--- src/rtl/tuner_pkg.sv ---
// Shared types for the ring tuner lock PHY family.
package tuner_pkg;

    localparam int LOCK2_STATE_W = 3;

    // Lock PHY state encoding; the numeric values are visible on o_lock_state.
    typedef enum logic [LOCK2_STATE_W-1:0] {
        LK2_IDLE  = 3'd0,
        LK2_INIT  = 3'd1,
        LK2_DONE  = 3'd2,
        LK2_TRACK = 3'd3,
        LK2_ERROR = 3'd4
    } tuner_phy_lock2_state_e;

endpackage

--- src/rtl/tuner_bb_step.sv ---
// One bang-bang step: classify a power sample against a deadzone around the
// target, move the heater code one step in the corrective direction and clamp
// it to [cfg_start, cfg_end]. Purely combinational.
module tuner_bb_step #(
    parameter int DAC_WIDTH = 8,
    parameter int ADC_WIDTH = 8,
    parameter int DZ_SIZE   = 4
) (
    input  logic [ADC_WIDTH-1:0] sample,
    input  logic [ADC_WIDTH-1:0] tgt,
    input  logic [DAC_WIDTH-1:0] code,
    input  logic [DAC_WIDTH:0]   step,
    input  logic [DAC_WIDTH-1:0] cfg_start,
    input  logic [DAC_WIDTH-1:0] cfg_end,
    output logic [DAC_WIDTH-1:0] next_code,
    output logic                 in_dz,
    output logic                 clamped
);

    localparam int AW1 = ADC_WIDTH + 1;
    localparam int DW2 = DAC_WIDTH + 2;
    localparam logic [AW1-1:0] ADC_MAX = {1'b0, {ADC_WIDTH{1'b1}}};
    localparam logic [AW1-1:0] DZ      = AW1'(DZ_SIZE);

    logic [AW1-1:0] tgt_ext_s;
    logic [AW1-1:0] sample_ext_s;
    logic [AW1-1:0] lo_bound_s;
    logic [AW1-1:0] hi_raw_s;
    logic [AW1-1:0] hi_bound_s;
    logic           lo_s;
    logic           hi_s;
    logic [DW2-1:0] code_ext_s;
    logic [DW2-1:0] step_ext_s;
    logic [DW2-1:0] start_ext_s;
    logic [DW2-1:0] end_ext_s;
    logic [DW2-1:0] sum_s;

    // Deadzone bounds saturate at 0 and ADC full scale so they never wrap.
    always_comb begin
        tgt_ext_s    = {1'b0, tgt};
        sample_ext_s = {1'b0, sample};
        hi_raw_s     = tgt_ext_s + DZ;
        if (tgt_ext_s >= DZ) begin
            lo_bound_s = tgt_ext_s - DZ;
        end else begin
            lo_bound_s = '0;
        end
        if (hi_raw_s > ADC_MAX) begin
            hi_bound_s = ADC_MAX;
        end else begin
            hi_bound_s = hi_raw_s;
        end
        lo_s  = (sample_ext_s < lo_bound_s);
        hi_s  = (sample_ext_s > hi_bound_s);
        in_dz = ~lo_s & ~hi_s;
    end

    // Low power raises the code, high power lowers it; a step that would
    // cross a bound (including from the bound itself) lands on it and flags.
    always_comb begin
        code_ext_s  = DW2'(code);
        step_ext_s  = DW2'(step);
        start_ext_s = DW2'(cfg_start);
        end_ext_s   = DW2'(cfg_end);
        sum_s       = code_ext_s + step_ext_s;
        next_code   = code;
        clamped     = 1'b0;
        if (lo_s) begin
            if (sum_s > end_ext_s) begin
                next_code = cfg_end;
                clamped   = 1'b1;
            end else begin
                next_code = DAC_WIDTH'(sum_s);
                clamped   = 1'b0;
            end
        end else if (hi_s) begin
            if (code_ext_s < (start_ext_s + step_ext_s)) begin
                next_code = cfg_start;
                clamped   = 1'b1;
            end else begin
                next_code = DAC_WIDTH'(code_ext_s - step_ext_s);
                clamped   = 1'b0;
            end
        end else begin
            next_code = code;
            clamped   = 1'b0;
        end
    end

endmodule

--- src/rtl/tuner_lock_track_phy.sv ---
// Ring lock PHY: acquires lock with coarse bang-bang steps, then tracks with
// fine steps, flagging ERROR on acquisition timeout or sustained clamping.
module tuner_lock_track_phy
    import tuner_pkg::*;
#(
    parameter int DAC_WIDTH      = 8,
    parameter int ADC_WIDTH      = 8,
    parameter int DZ_SIZE        = 4,
    parameter int STRIDE_WIDTH   = 3,
    parameter int LOCK_CNT_WIDTH = 4,
    parameter int TIMEOUT_WIDTH  = 12
) (
    input  logic                      i_clk,
    input  logic                      i_rst_n,
    input  logic [DAC_WIDTH-1:0]      i_cfg_ring_tune_start,
    input  logic [DAC_WIDTH-1:0]      i_cfg_ring_tune_end,
    input  logic [ADC_WIDTH-1:0]      i_cfg_ring_pwr_peak,
    input  logic [3:0]                i_cfg_ring_pwr_peak_ratio,
    input  logic [STRIDE_WIDTH-1:0]   i_cfg_stride_coarse,
    input  logic [STRIDE_WIDTH-1:0]   i_cfg_stride_fine,
    input  logic [LOCK_CNT_WIDTH-1:0] i_cfg_settle_cnt,
    input  logic [LOCK_CNT_WIDTH-1:0] i_cfg_sat_limit,
    input  logic [TIMEOUT_WIDTH-1:0]  i_cfg_timeout,
    input  logic                      i_pwr_detect_update,
    input  logic [ADC_WIDTH-1:0]      i_pwr_detect_val,
    output logic                      o_pwr_detect_active,
    output logic                      o_pwr_detect_refresh,
    output logic [DAC_WIDTH-1:0]      o_dig_ring_tune,
    input  logic                      i_dig_lock_trig_val,
    output logic                      o_dig_lock_trig_rdy,
    output logic                      o_dig_lock_done_val,
    input  logic                      i_dig_lock_done_rdy,
    input  logic                      i_dig_lock_track_val,
    output logic                      o_dig_lock_track_rdy,
    output logic                      o_lock_error,
    output logic [2:0]                o_lock_state
);

    localparam int LW = LOCK_CNT_WIDTH;
    localparam int TW = TIMEOUT_WIDTH;

    tuner_phy_lock2_state_e state_r, state_next_s;

    logic [DAC_WIDTH-1:0]  code_r;
    logic [ADC_WIDTH-1:0]  tgt_r;
    logic [LW-1:0]         settle_r;
    logic [LW-1:0]         sat_r;
    logic [TW-1:0]         sample_r;
    logic                  active_r, refresh_r, trig_rdy_r, done_val_r, track_rdy_r, error_r;
    logic                  active_d_s, refresh_d_s, trig_rdy_d_s, done_val_d_s, track_rdy_d_s, error_d_s;

    logic                  trig_fire_s, done_fire_s, apply_s;
    logic [STRIDE_WIDTH-1:0] stride_s;
    logic [DAC_WIDTH:0]    step_s;
    logic [ADC_WIDTH+3:0]  tgt_full_s;
    logic [ADC_WIDTH-1:0]  tgt_s;
    logic [DAC_WIDTH-1:0]  next_code_s;
    logic                  in_dz_s, clamped_s;
    logic [LW:0]           settle_inc_s, sat_inc_s;
    logic [TW:0]           sample_inc_s;
    logic                  lock_hit_s, timeout_hit_s, sat_hit_s;

    // Handshakes, active gear, step size, target and counter increments.
    always_comb begin
        trig_fire_s = i_dig_lock_trig_val & trig_rdy_r;
        done_fire_s = done_val_r & i_dig_lock_done_rdy;
        apply_s     = i_pwr_detect_update &
                      ((state_r == LK2_INIT) | ((state_r == LK2_TRACK) & i_dig_lock_track_val));
        if (state_r == LK2_TRACK) begin
            stride_s = i_cfg_stride_fine;
        end else begin
            stride_s = i_cfg_stride_coarse;
        end
        // Oversized strides give a step wider than any code range, so it always clamps.
        if (int'(stride_s) >= DAC_WIDTH) begin
            step_s = '1;
        end else begin
            step_s = (DAC_WIDTH+1)'(1) << stride_s;
        end
        tgt_full_s    = (ADC_WIDTH+4)'(i_cfg_ring_pwr_peak) * (ADC_WIDTH+4)'(i_cfg_ring_pwr_peak_ratio);
        tgt_s         = ADC_WIDTH'(tgt_full_s >> 4);
        settle_inc_s  = {1'b0, settle_r} + (LW+1)'(1);
        sat_inc_s     = {1'b0, sat_r} + (LW+1)'(1);
        sample_inc_s  = {1'b0, sample_r} + (TW+1)'(1);
        lock_hit_s    = in_dz_s & (settle_inc_s >= {1'b0, i_cfg_settle_cnt});
        timeout_hit_s = (sample_inc_s >= {1'b0, i_cfg_timeout});
        sat_hit_s     = clamped_s & (sat_inc_s >= {1'b0, i_cfg_sat_limit});
    end

    tuner_bb_step #(
        .DAC_WIDTH (DAC_WIDTH),
        .ADC_WIDTH (ADC_WIDTH),
        .DZ_SIZE   (DZ_SIZE)
    ) u_step (
        .sample    (i_pwr_detect_val),
        .tgt       (tgt_r),
        .code      (code_r),
        .step      (step_s),
        .cfg_start (i_cfg_ring_tune_start),
        .cfg_end   (i_cfg_ring_tune_end),
        .next_code (next_code_s),
        .in_dz     (in_dz_s),
        .clamped   (clamped_s)
    );

    // State register.
    always_ff @(posedge i_clk) begin
        if (!i_rst_n) begin
            state_r <= LK2_IDLE;
        end else begin
            state_r <= state_next_s;
        end
    end

    // Next-state logic; a re-trigger in DONE wins over the done handshake.
    always_comb begin
        state_next_s = state_r;
        case (state_r)
            LK2_IDLE: begin
                if (trig_fire_s) state_next_s = LK2_INIT;
                else             state_next_s = LK2_IDLE;
            end
            LK2_INIT: begin
                if (apply_s && lock_hit_s)                         state_next_s = LK2_DONE;
                else if (apply_s && (timeout_hit_s || sat_hit_s))  state_next_s = LK2_ERROR;
                else                                               state_next_s = LK2_INIT;
            end
            LK2_DONE: begin
                if (trig_fire_s)      state_next_s = LK2_INIT;
                else if (done_fire_s) state_next_s = LK2_TRACK;
                else                  state_next_s = LK2_DONE;
            end
            LK2_TRACK: begin
                if (apply_s && sat_hit_s)                                   state_next_s = LK2_ERROR;
                else if (!i_dig_lock_track_val && !i_pwr_detect_update)     state_next_s = LK2_IDLE;
                else                                                        state_next_s = LK2_TRACK;
            end
            LK2_ERROR: begin
                if (trig_fire_s) state_next_s = LK2_INIT;
                else             state_next_s = LK2_ERROR;
            end
            default: state_next_s = LK2_IDLE;
        endcase
    end

    // Output decode of the upcoming state so the outputs can be registered.
    always_comb begin
        active_d_s    = (state_next_s == LK2_INIT) | (state_next_s == LK2_TRACK);
        refresh_d_s   = (state_next_s == LK2_INIT) & (state_r != LK2_INIT);
        trig_rdy_d_s  = (state_next_s == LK2_IDLE) | (state_next_s == LK2_DONE) |
                        (state_next_s == LK2_ERROR);
        done_val_d_s  = (state_next_s == LK2_DONE);
        track_rdy_d_s = (state_next_s == LK2_TRACK);
        error_d_s     = (state_next_s == LK2_ERROR);
    end

    // Output registers.
    always_ff @(posedge i_clk) begin
        if (!i_rst_n) begin
            active_r    <= 1'b0;
            refresh_r   <= 1'b0;
            trig_rdy_r  <= 1'b1;
            done_val_r  <= 1'b0;
            track_rdy_r <= 1'b0;
            error_r     <= 1'b0;
        end else begin
            active_r    <= active_d_s;
            refresh_r   <= refresh_d_s;
            trig_rdy_r  <= trig_rdy_d_s;
            done_val_r  <= done_val_d_s;
            track_rdy_r <= track_rdy_d_s;
            error_r     <= error_d_s;
        end
    end

    // Heater code, target and counters: restart on INIT entry, step on applied samples.
    always_ff @(posedge i_clk) begin
        if (!i_rst_n) begin
            code_r   <= '0;
            tgt_r    <= '0;
            settle_r <= '0;
            sat_r    <= '0;
            sample_r <= '0;
        end else if ((state_next_s == LK2_INIT) && (state_r != LK2_INIT)) begin
            code_r   <= i_cfg_ring_tune_start;
            tgt_r    <= tgt_s;
            settle_r <= '0;
            sat_r    <= '0;
            sample_r <= '0;
        end else if (apply_s) begin
            code_r <= next_code_s;
            if (clamped_s) begin
                sat_r <= sat_inc_s[LW] ? '1 : sat_inc_s[LW-1:0];
            end else begin
                sat_r <= '0;
            end
            if (state_r == LK2_INIT) begin
                if (in_dz_s) begin
                    settle_r <= settle_inc_s[LW] ? '1 : settle_inc_s[LW-1:0];
                end else begin
                    settle_r <= '0;
                end
                sample_r <= sample_inc_s[TW] ? '1 : sample_inc_s[TW-1:0];
            end else begin
                settle_r <= settle_r;
                sample_r <= sample_r;
            end
        end else if ((state_r == LK2_DONE) && (state_next_s == LK2_TRACK)) begin
            sat_r <= '0;
        end else begin
            code_r <= code_r;
        end
    end

    assign o_pwr_detect_active  = active_r;
    assign o_pwr_detect_refresh = refresh_r;
    assign o_dig_ring_tune      = code_r;
    assign o_dig_lock_trig_rdy  = trig_rdy_r;
    assign o_dig_lock_done_val  = done_val_r;
    assign o_dig_lock_track_rdy = track_rdy_r;
    assign o_lock_error         = error_r;
    assign o_lock_state         = state_r;

endmodule
--- config.mk ---
export PLATFORM = sky130hd
export DESIGN_NAME = tuner_lock_track_phy
export DESIGN_NICKNAME = d
export VERILOG_FILES = /design/src/rtl/tuner_pkg.sv /design/src/rtl/tuner_bb_step.sv /design/src/rtl/tuner_lock_track_phy.sv
export SDC_FILE = /design/constraint.sdc
export NUM_CORES = 1
export LEC_CHECK = 0
export CORE_ASPECT_RATIO = 1.25
export CORE_MARGIN = 5
export CORE_UTILIZATION = 60
export DETAILED_ROUTE_END_ITERATION = 6
export GPL_TIMING_DRIVEN = 0
export PLACE_DENSITY = 0.9
export SLEW_MARGIN = 20
export SYNTH_ARGS = -nofsm -noshare
export SYNTH_HDL_FRONTEND = slang
export SYNTH_SLANG_ARGS = --single-unit
--- constraint.sdc ---
create_clock -name i_clk -period 13.7 [get_ports i_clk]
set_clock_uncertainty 0.05 [all_clocks]
set_input_delay 2.74 -clock i_clk [delete_from_list [all_inputs] [get_ports i_clk]]
set_output_delay 2.74 -clock i_clk [all_outputs]
set_load 0.01 [all_outputs]
==> run_results.csv <==
group,metric,value,unit
outcome,outcome,"finished, final reports clean",
placed_design,gp_congestion,0.9648,
global_route,grtUsageTotal,26.27,%
clock_tree,cts_setup_buffers,0,
synthesis,synth_top_family_by_area,"adder cells",
placed_design,dpl.hpwl,12280,um
synthesis,synth_compound_area_share,20.35,%
clock_tree,insertion_delay,0.29,ns
clock_tree,cts_resized,0,
timing,worstMarginPinSlew,0.8120,ns
die,dieArea,11350,um^2
worst_setup_path,crit_required,13.84,ns
clock_tree,root_buffer,"clkbuf_16",
synthesis,synth-edff-count,0,
synthesis,synth.avg_cell_area,7.998,um^2
clock_tree,clk_path_buf_depth,2,
synthesis,netlist_instances,698,
global_route,grt_pass1_wl,24250,um
timing,finalHoldViolations,0,
worst_setup_path,cp_max_fo,7,
drt,drtPass1Iterations,5,
clock_tree,cts_buffers,5,
global_route,overflow,0,
clock_tree,h-tree-depth,2,
synthesis,yosysUniqueCellTypes,72,
synthesis,yosys_warnings,0,
flow_run,max_cap_violations,0,
pwr,power_density,86.47,nW/um^2
die,rows,39,
clock_tree,ctsHoldBuffers,0,
worst_setup_path,worst_setup_path_start_kind,"primary input",
synthesis,synth_top_cell_area_share,21.07,%
cells_and_area,fin_nets,964,
global_route,grt_pass1_vias,5505,
global_route,grt_max_degree,14,
worst_setup_path,worstSetupEndpointType,"register",
synthesis,synth_top_area_cell,"ha_1",
synthesis,synth_mux_area_share,2.196,%
worst_setup_path,crit_type,"in2reg",
drt,vias_per_cell,6.108,
drt,drt-total-wl,14810,um
cells_and_area,syn2layout_area_growth,20.26,%
synthesis,async_reset_ff_share,0,%
synthesis,synth_adder_area_share,26.27,%
synthesis,synth.area.top_cells,"ha_1 (21%), dfxtp_1 (16%), fa_1 (5.0%), nand2_1 (4.6%), inv_1 (4.2%)",
placed_design,numPortBuffers,83,
pwr,total_leakage_power,3.193,nW
timing,setup_viol,0,
drt,dr.first_iter.drc_count,248,
synthesis,synth_xor_area_share,5.961,%
cells_and_area,n_antenna_cell,0,
worst_setup_path,worstPathArrival,7.97,ns
drt,vias,5564,
timing,max_freq,0.1277,GHz
synthesis,synthesis.area,5583,um^2
pwr,vdd_ir_drop_max,0.05118,mV
drt,detail_route.wl_per_cell,16.26,um
die,core,9125,um^2
cells_and_area,fillCellCount,695,
synthesis,synthesis.nets,874,
timing,rsz0062_at_grt,"false",
global_route,grt_antenna_before_repair,0,
synthesis,ys_seq_area_share,16.14,%
cells_and_area,final_layout_size_suffix_gt1_share,4.695,%
clock_tree,tritoncts,"built",
timing,finalSetupTns,0,ns
timing,fin_crit,7.832,ns
die,chipWidth,96.28,um
cells_and_area,fin_cells,911,
die,die_y,117.8,um
drt,ant_nets,0,
timing,maxSlewHeadroom,45.27,%
worst_hold_path,min_path_type,"reg2reg",
synthesis,synthFlopType,"dfxtp_1",
placed_design,dp.cells,904,
synthesis,synth_seq_cells,45,
timing,finalCritPeriodShare,57.17,%
timing,report.final.slew_viol_count,0,
die,io_pins,85,
synthesis,synth-simple-area-share,23.04,%
die,start_util,61.18,%
drt,drc,0,
clock_tree,cts_sinks,45,
clock_tree,clk_pin_slew,0.06,ns
[final timing paths]
kind | slack (ns) | startpoint | depth (start not counted) | to
worst max-delay path | 5.87 | i_cfg_stride_coarse[2] | 23 | o_dig_lock_track_rdy
worst min-delay path | 0.46 | tgt_r[0] | 2 | tgt_r[0]
worst max register to register | 7.63 | o_lock_state[2] | 24 | o_dig_lock_track_rdy
worst min register to register | 0.46 | tgt_r[0] | 2 | tgt_r[0]
[final cells by class]
cell class	count	area [um^2]	share of cell area (%)
inverters	63	236.5	3.522
well taps	123	153.9	2.292
clock inverters	1	7.507	0.1118
repair buffers	83	830.8	12.37
plain buffers	19	101.3	1.510
multi-input cells	571	4344	64.70
flip-flops and latches	45	900.9	13.42
clock buffers	6	138.9	2.069
[layer usage]
| layer | vias up | track usage, % | share of wire (%) |
|---|---|---|---|
| met4 | 0 | 11.57 | 4.0 |
| met5 | - | 0 | 0 |
| met1 | 2597 | 29.58 | 39 |
| met2 | 231 | 47.60 | 50 |
| met3 | 64 | 3.389 | 6.4 |
| li1 | 2672 | - | - |
[synth_stat cells, types with 12 or more instances]
cell type	count
nand2b_1	18
a211oi_1	13
a21oi_1	44
o21ai_0	29
inv_1	63
xor2_1	19
and2_1	14
nor2_1	47
nor3_1	14
nor2b_1	15
xnor2_1	19
fa_1	14
ha_1	94
nand3_1	23
nand2_1	68
and3_1	12
dfxtp_1	45
[sequential cells by signal, summed over array words and instances (netlist names)]
| signal | count |
|---|---|
| o_dig_lock_done_val | 1 |
| o_dig_lock_track_rdy | 1 |
| o_dig_lock_trig_rdy | 1 |
| o_dig_ring_tune | 8 |
| o_lock_error | 1 |
| o_lock_state | 3 |
| o_pwr_detect_active | 1 |
| o_pwr_detect_refresh | 1 |
| sample_r | 12 |
| sat_r | 4 |
| settle_r | 4 |
| tgt_r | 8 |
[stage by stage]
step           power, mW  instance area (um^2)  setup slack, ns  hold WS, ns  util [%]
2_1_floorplan     0.3621                  5583            6.869       0.4116         -
3_3_place_gp      0.4385                  6568            5.958       0.4361     71.97
3_5_place_dp      0.4541                  6568            5.721       0.4449     71.97
4_1_cts           0.5758                  6714            5.997       0.4506     73.58
5_1_grt           0.6191                  6714            5.440       0.4923     73.58
6_report          0.5805                  6714            5.868       0.4566     73.58
[critical path, cell delays in order]
cell and delay [ns]:
clkdlybuf4s50_1 0.40, mux2i_1 0.39, nor2b_1 0.24, nand2_1 0.13
inv_1 0.26, ha_1 0.30, a21o_1 0.17, a21oi_1 0.22
nor2_1 0.07, o21a_1 0.18, o21ai_0 0.24, nand2b_1 0.09
a21oi_1 0.17, xor2_1 0.09, ha_1 0.31, o21ai_0 0.13
a2111oi_0 0.43, a21oi_1 0.17, a21oi_2 0.35, o21ai_0 0.23
nand4_4 0.21, a41oi_4 0.17, nor3_1 0.28
[power by group]
part / switching [mW] / internal (mW) / leakage (nW) / total (mW)
sequential: 0.0117 / 0.140 / 0.366 / 0.151
combinational: 0.171 / 0.135 / 2.76 / 0.306
clock: 0.0514 / 0.0716 / 0.0690 / 0.123
total: 0.234 / 0.346 / 3.19 / 0.581
[cells in the final DEF (no fill, tap or decap), drive strengths merged, types with 23 or more instances in the layout]
cell type and instances:
a21oi 46, nand3 23, inv 63, o21ai 31, nand2 68, ha 94
dfxtp 45, nor2 47, clkdlybuf4s50 83
[cells by family after synthesis]
logic type / Yosys count
AOI/OAI and AO/OA: 165
xor gates and xnor gates: 38
adders and majority gates: 109
buffers and inverters: 82
DFF: 45
muxes: 12
and+or+nand+nor: 247
Note: power is estimated with default switching activity, not from simulation.
